$ cat config.mk
export PLATFORM = sky130hd
export DESIGN_NAME = call_return_ctrl
export DESIGN_NICKNAME = d
export VERILOG_FILES = /design/src/rtl/call_return_ctrl.sv
export SDC_FILE = /design/constraint.sdc
export NUM_CORES = 1
export LEC_CHECK = 0
export CORE_ASPECT_RATIO = 1.1
export CORE_UTILIZATION = 44
export DETAILED_ROUTE_END_ITERATION = 10
export PLACE_DENSITY = 0.84
export SLEW_MARGIN = 20
export SYNTH_ARGS = -nofsm -noshare
export SYNTH_HDL_FRONTEND = slang
export SYNTH_SLANG_ARGS = --single-unit
$ cat constraint.sdc
create_clock -name clk -period 3.4 [get_ports clk]
set_input_delay 0.51 -clock clk [delete_from_list [all_inputs] [get_ports clk]]
set_output_delay 0.51 -clock clk [all_outputs]
set_load 0.005 [all_outputs]
$ cat src/rtl/call_return_ctrl.sv
// call_return_ctrl: sequences CALL/RET requests onto the return-address stack.
// Each accepted request yields exactly one push or pop strobe plus a PC load,
// then two settle cycles so the stack's registered flags and top entry are
// valid again before the controller accepts the next request.
module call_return_ctrl #(
    parameter logic [31:0] RET_OFFSET = 32'd1,
    parameter logic [3:0]  DEPTH      = 4'd15
) (
    input  logic        clk,
    input  logic        rst,
    input  logic        call_req,
    input  logic        ret_req,
    input  logic [31:0] pc_current,
    input  logic [31:0] call_target,
    input  logic [31:0] stack_top,
    input  logic        stack_empty,
    input  logic        stack_full,
    output logic        stack_push,
    output logic        stack_pop,
    output logic [31:0] stack_wdata,
    output logic [31:0] pc_next,
    output logic        pc_load,
    output logic        ready,
    output logic        done,
    output logic        overflow_err,
    output logic        underflow_err,
    output logic [3:0]  depth
);

    localparam logic [2:0] IDLE    = 3'd0;
    localparam logic [2:0] CALL_OP = 3'd1;
    localparam logic [2:0] RET_OP  = 3'd2;
    localparam logic [2:0] SETTLE1 = 3'd3;
    localparam logic [2:0] SETTLE2 = 3'd4;
    localparam logic [2:0] ERR     = 3'd5;

    logic [2:0] state;

    // Sequencer: accept a request in IDLE, latch its data, walk the settle chain.
    // The return address and target are latched straight into the stack_wdata
    // and pc_next registers at accept time, so both are stable throughout the
    // strobe cycle and pc_next holds its last value on the error path.
    always_ff @(posedge clk) begin
        // NOTE: sequential state uses non-blocking assignments so every register
        // samples pre-edge values; blocking here would create order-dependent races.
        if (rst) begin
            state         <= IDLE;
            stack_wdata   <= 32'd0;
            pc_next       <= 32'd0;
            overflow_err  <= 1'b0;
            underflow_err <= 1'b0;
            depth         <= 4'd0;
        end else begin
            case (state)
                IDLE: begin
                    // CALL wins over a simultaneous RET; the RET is dropped.
                    if (call_req) begin
                        if (!stack_full) begin
                            stack_wdata <= pc_current + RET_OFFSET;
                            pc_next     <= call_target;
                            if (depth != DEPTH) begin
                                depth <= depth + 4'd1;
                            end
                            state <= CALL_OP;
                        end else begin
                            overflow_err <= 1'b1;
                            state        <= ERR;
                        end
                    end else if (ret_req) begin
                        if (!stack_empty) begin
                            pc_next <= stack_top;
                            if (depth != 4'd0) begin
                                depth <= depth - 4'd1;
                            end
                            state <= RET_OP;
                        end else begin
                            underflow_err <= 1'b1;
                            state         <= ERR;
                        end
                    end
                end
                CALL_OP: state <= SETTLE1;
                RET_OP:  state <= SETTLE1;
                SETTLE1: state <= SETTLE2;
                SETTLE2: state <= IDLE;
                ERR:     state <= IDLE;
                default: state <= IDLE;
            endcase
        end
    end

    // Output decode: strobes and status are pure functions of the registered state.
    always_comb begin
        // NOTE: every output gets a default first so no path through the block
        // leaves a value unassigned, which would infer a latch.
        stack_push = 1'b0;
        stack_pop  = 1'b0;
        pc_load    = 1'b0;
        done       = 1'b0;
        ready      = 1'b0;
        case (state)
            IDLE:    ready = 1'b1;
            CALL_OP: begin
                stack_push = 1'b1;
                pc_load    = 1'b1;
            end
            RET_OP: begin
                stack_pop = 1'b1;
                pc_load   = 1'b1;
            end
            SETTLE2: done = 1'b1;
            ERR:     done = 1'b1;
            default: ;
        endcase
    end

endmodule
; ---- Word-level counts from Yosys, hierarchy flattened
; Index checks and enable logic that the tools add are counted.
; Widths: inputs -> output; s select.
[op_classes]
eq_ne = 10
reduce_logical = 11
bitwise = 2
add_sub_neg = 3
mux = 20
[op_table]
columns = op, n
row1 = $mux 32, 4
row2 = $add 32x1->32 const B, 1
row3 = $mux 4, 6
row4 = $mux 3, 4
row5 = $pmux 3 s3, 1
row6 = $reduce_and 4->1, 2
row7 = $eq 3x2->1 const B, 2
row8 = $eq 3x3->1 const B, 2
row9 = $reduce_and 3->1, 2
row10 = $reduce_and 6->1, 1
row11 = $mux 1, 5
row12 = $add 4x1->4 const B, 1
row13 = $ne 2x2->1 const B, 2
row14 = $ne 4x4->1 const B, 1
row15 = $reduce_bool 2->1, 2
row16 = $reduce_bool 4->1, 1
row17 = $reduce_or 2->1, 2
row18 = $sub 4x1->4 const B, 1
row19 = $eq 3x1->1 const B, 1
row20 = $logic_not 3->1, 1
row21 = $ne 3x3->1 const B, 1
row22 = $ne 2x1->1 const B, 1
row23 = $not 1->1, 2
[totals]
reg_bits = 73
output_inout_bits = 75
wordCells = 52

; ---- Depth between registers and ports, before layout
[logic_depth]
ltp_word = 5
depth_mapped = 7

; ---- Worst setup path before layout
; Ideal clock, no wire load.
[synth_timing]
path_kind = input port to flip-flop
from = input call_req
to = register depth[1]
slack_ns = 1.648
n_path_buf = 0
t_required_ns = 3.270
cell_stages = 5
setup_time_ns = 0.130
t_arrival_ns = 1.622
path_cell_list = or3b_2 > a21oi_1 > o211a_1 > mux2i_1 > nor2_1
[synth_between]
elab_chain_cells = 2
elab_cells_between_ends = 7
classes_between = 3 x eq/ne / 1 x mux / 3 x reduce/logical
[synth_lines]
columns = element, line
row1 = from (decl), 11  ; input logic call_req,
row2 = "$ne 2x1->1 (no source line), or another cell as far along", -
row3 = $reduce_and 6->1 (no source line), -
row4 = to (signal assigned), 62  ; depth <= depth + 4'd1;
row5 = to (signal assigned), 73  ; depth <= depth - 4'd1;
row6 = to (decl), 27  ; output logic [3:0] depth
; Parallel ways exist; a longest one is shown, timed or not.
; A chain may end at the register's enable or synchronous reset.

; ---- Worst setup path after layout
[layout_timing]
from = register state[2]
to = output ready
[layout_between]
elab_chain_cells = 2
[layout_lines]
columns = element, line
row1 = from (decl), 37  ; logic [2:0] state;
row2 = from (signal assigned), 47  ; state <= IDLE;
row3 = from (signal assigned), 64  ; state <= CALL_OP;
row4 = from (signal assigned), 67  ; state <= ERR;
row5 = $logic_not 3->1, 101  ; case (state)
row6 = $mux 1, 101
row7 = to (decl), 23  ; output logic ready,
; No other way between the ends.

==> reports/metrics.cfg <==
[drt]
drcViolationCount=0
routed_wl_um=10560
vias=3627
avgRoutedWirePerCell_um=15.44
firstDrtPassIters=4
detail-route-antenna-nets=0
vias_per_cell=5.303
drt-initial-drc-count=94

[synthesis]
netlist_instances=406
synth_cell_types=42
synth-edff-count=0
ys.flop_type=dfxtp_1
synth-seq-cells=73
postSynthAreaPerCell_sq_um=9.131
syn_area_sq_mm=0.003707
seq_area_frac_synth=0.3942
ys_async_sr_fraction=0
synth_warnings=0
syn_nets=512

[sta]
setup_slack_ns=0.9589
rsz0062_at_grt=no
whs_ns=0.4857
final.setup.tns_ns=0
skew_ns=0.01100
slew-limit-headroom=0.5823
max_freq_mhz=409.6
hold_viol=0
drv_slew=0
worst_slew_pin_slew_ns=0.6265
finalSetupViolCount=0
period_needed_ns=2.441
period_share=0.7180

[global_route]
grt_max_degree=65
grt.overflow.total=0
gr-usage-all-layers=0.2348
grt_antenna_before_repair=0
grt_first_pass_wirelength_um=15970
grt_pass1_vias=3391

[die]
dieArea_sq_mm=0.008797
initial_utilization=0.4611
die_h_um=98.27
rows=34
ios=177
die_w_um=89.52
core_area_sq_mm=0.008040

[pwr]
power.density_mw_per_mm2=559.8
vdd_ir_drop_max_mv=0.2733
leakage_nw=2.007
switching_share=0.3162
clkPwrFrac=0.217
p_int_w=0.002192
pwr-share-comb=0.409
power_w=0.003205
power.share.sequential=0.374
p_switching_w=0.001013

[clocking]
cts_sinks=73
numCtsBuffers=9
cts-htree-levels=3
cts-resized-gates=0
cts_setup_buffers=0
cts_tree=done
clk_path_buf_depth=2
ctsHoldBuffers=0
worstSkewPairLatency_ns=0.34
path_clk_slew_ns=0.08
cts-root-buf=clkbuf_8

[critical_path]
crit_fanout=6
end_kind=output port
cp-startpoint=state[2]
worstPathRequired_ns=2.89
cp-start-kind=flop
worstPathArrival_ns=1.93
path_class=reg2out
regToRegStartpoint=state[2]

[place]
gp_congestion=0.9063
hpwl_um=8018
pre_cts_ws_ns=0.7800
port-buffer-count=176

[finish]
multi_input_area_sq_mm=0.002092
nets=676
fillers=604
drive_above_1_share=0.07652
syn_to_final_growth_pct=54.44
register_area_sq_mm=0.001461

[hold_path]
hp-class=reg2reg
min_from=underflow_err

[status]
status=finished, final reports clean

[flow_run]
maxCapViolCount=0

[layer usage]
metal	up-vias	track usage	routed length [um]
met4	0	0.09158	231
li1	1804	-	-
met3	23	0.09298	1187
met2	162	0.4204	5134
met5	-	0	0
met1	1638	0.2389	4006
[state kept, by name (all words and copies together), names as in the netlist]
| register | flops |
|---|---|
| depth | 4 |
| overflow_err | 1 |
| pc_next | 32 |
| stack_wdata | 32 |
| state | 3 |
| underflow_err | 1 |
[critical path, cell delays in order, from the launching register on]
cell and delay, ns:
dfxtp_1 0.35, or3_1 0.53, inv_1 0.17, clkdlybuf4s50_1 0.53
[cell usage after synthesis (2+ instances only)]
cell,number,area share
buf_4,6,0.012
a211oi_2,9,0.030
nand3_1,14,0.019
o21ai_0,3,0.0040
ha_1,3,0.010
nor3b_1,2,0.0040
mux2i_1,35,0.094
a211oi_1,53,0.11
nor4b_2,2,0.0081
nor2_1,76,0.077
xor2_1,9,0.021
inv_1,7,0.0071
buf_2,9,0.012
and2_1,4,0.0067
nor4_1,5,0.0084
and4_1,3,0.0071
xnor2_1,22,0.052
clkbuf_1,9,0.0091
or3_1,4,0.0067
a311oi_1,2,0.0047
a21oi_1,6,0.0081
nand4_1,7,0.012
nand2_1,12,0.012
nor4_2,4,0.014
buf_1,4,0.0040
a21o_1,2,0.0040
dfxtp_1,73,0.39
nor3_1,6,0.0081
nor2b_1,2,0.0034
[power groups by stage]
stage	clock, W	sequential (W)	combinational (W)
6_report	0.000696	0.00120	0.00131
5_1_grt	0.000749	0.00123	0.00144
4_1_cts	0.000716	0.00120	0.00132
3_5_place_dp	0	0.00122	0.00131
3_3_place_gp	0	0.00121	0.00128
2_1_floorplan	0	0.00122	0.000617
[cells by family (layout without fill, tap and decap cells)]
family | Yosys count | in the layout | synth area share
other | 0 | 1 | 0
xor gates and xnor gates | 31 | 31 | 0.07324
AOI/OAI and AO/OA | 79 | 79 | 0.1674
DFF | 73 | 73 | 0.3942
muxes | 35 | 35 | 0.09450
and+or+nand+nor | 149 | 149 | 0.2106
buffers and inverters | 35 | 204 | 0.04455
adders and majority gates | 4 | 4 | 0.01553
[area by class of cell]
type,instances,area share
inverter,7,0.004589
timing repair buffer,181,0.3147
clock buffer,12,0.02710
antenna,1,0.0004371
sequential,73,0.2552
multi-input combinational,298,0.3654
clock inverter,4,0.008960
tap,108,0.02360
[placed cells by master, fill, tap and decap left out, drive strengths merged, types with 2 or more instances in the layout]
cell type	netlist	final
nor3	6	6
and2	4	4
clkinv	0	2
nand3	16	16
a21o	2	2
buf	19	7
nor3b	2	2
a311oi	2	2
and4	4	4
a211oi	62	62
or3	4	4
xor2	9	9
nor2	77	77
nor4b	2	2
nand2	12	12
nor4	9	9
clkbuf	9	12
nor2b	2	2
o21ai	3	3
clkdlybuf4s50	0	174
nand4	8	8
xnor2	22	22
inv	7	7
a21oi	6	6
ha	3	3
dfxtp	73	73
mux2i	35	35
[per-stage QoR]
step | std cells | util | area, sq um
after floorplan | 406 | - | 3707
after global placement | 667 | 0.6861 | 5517
after detailed placement | 667 | 0.6861 | 5517
after CTS | 683 | 0.7118 | 5723
after global routing | 683 | 0.7118 | 5723
final | 684 | 0.7121 | 5725
[final timing paths]
check / to / slack [ns] / cells past startpoint
hold reg to reg: underflow_err / 0.49 / 2
setup / recovery: ready / 0.96 / 3
hold / removal: underflow_err / 0.49 / 2
setup reg to reg: stack_wdata[0] / 1.38 / 5
No activity file was read; power rests on OpenSTA's default activity.
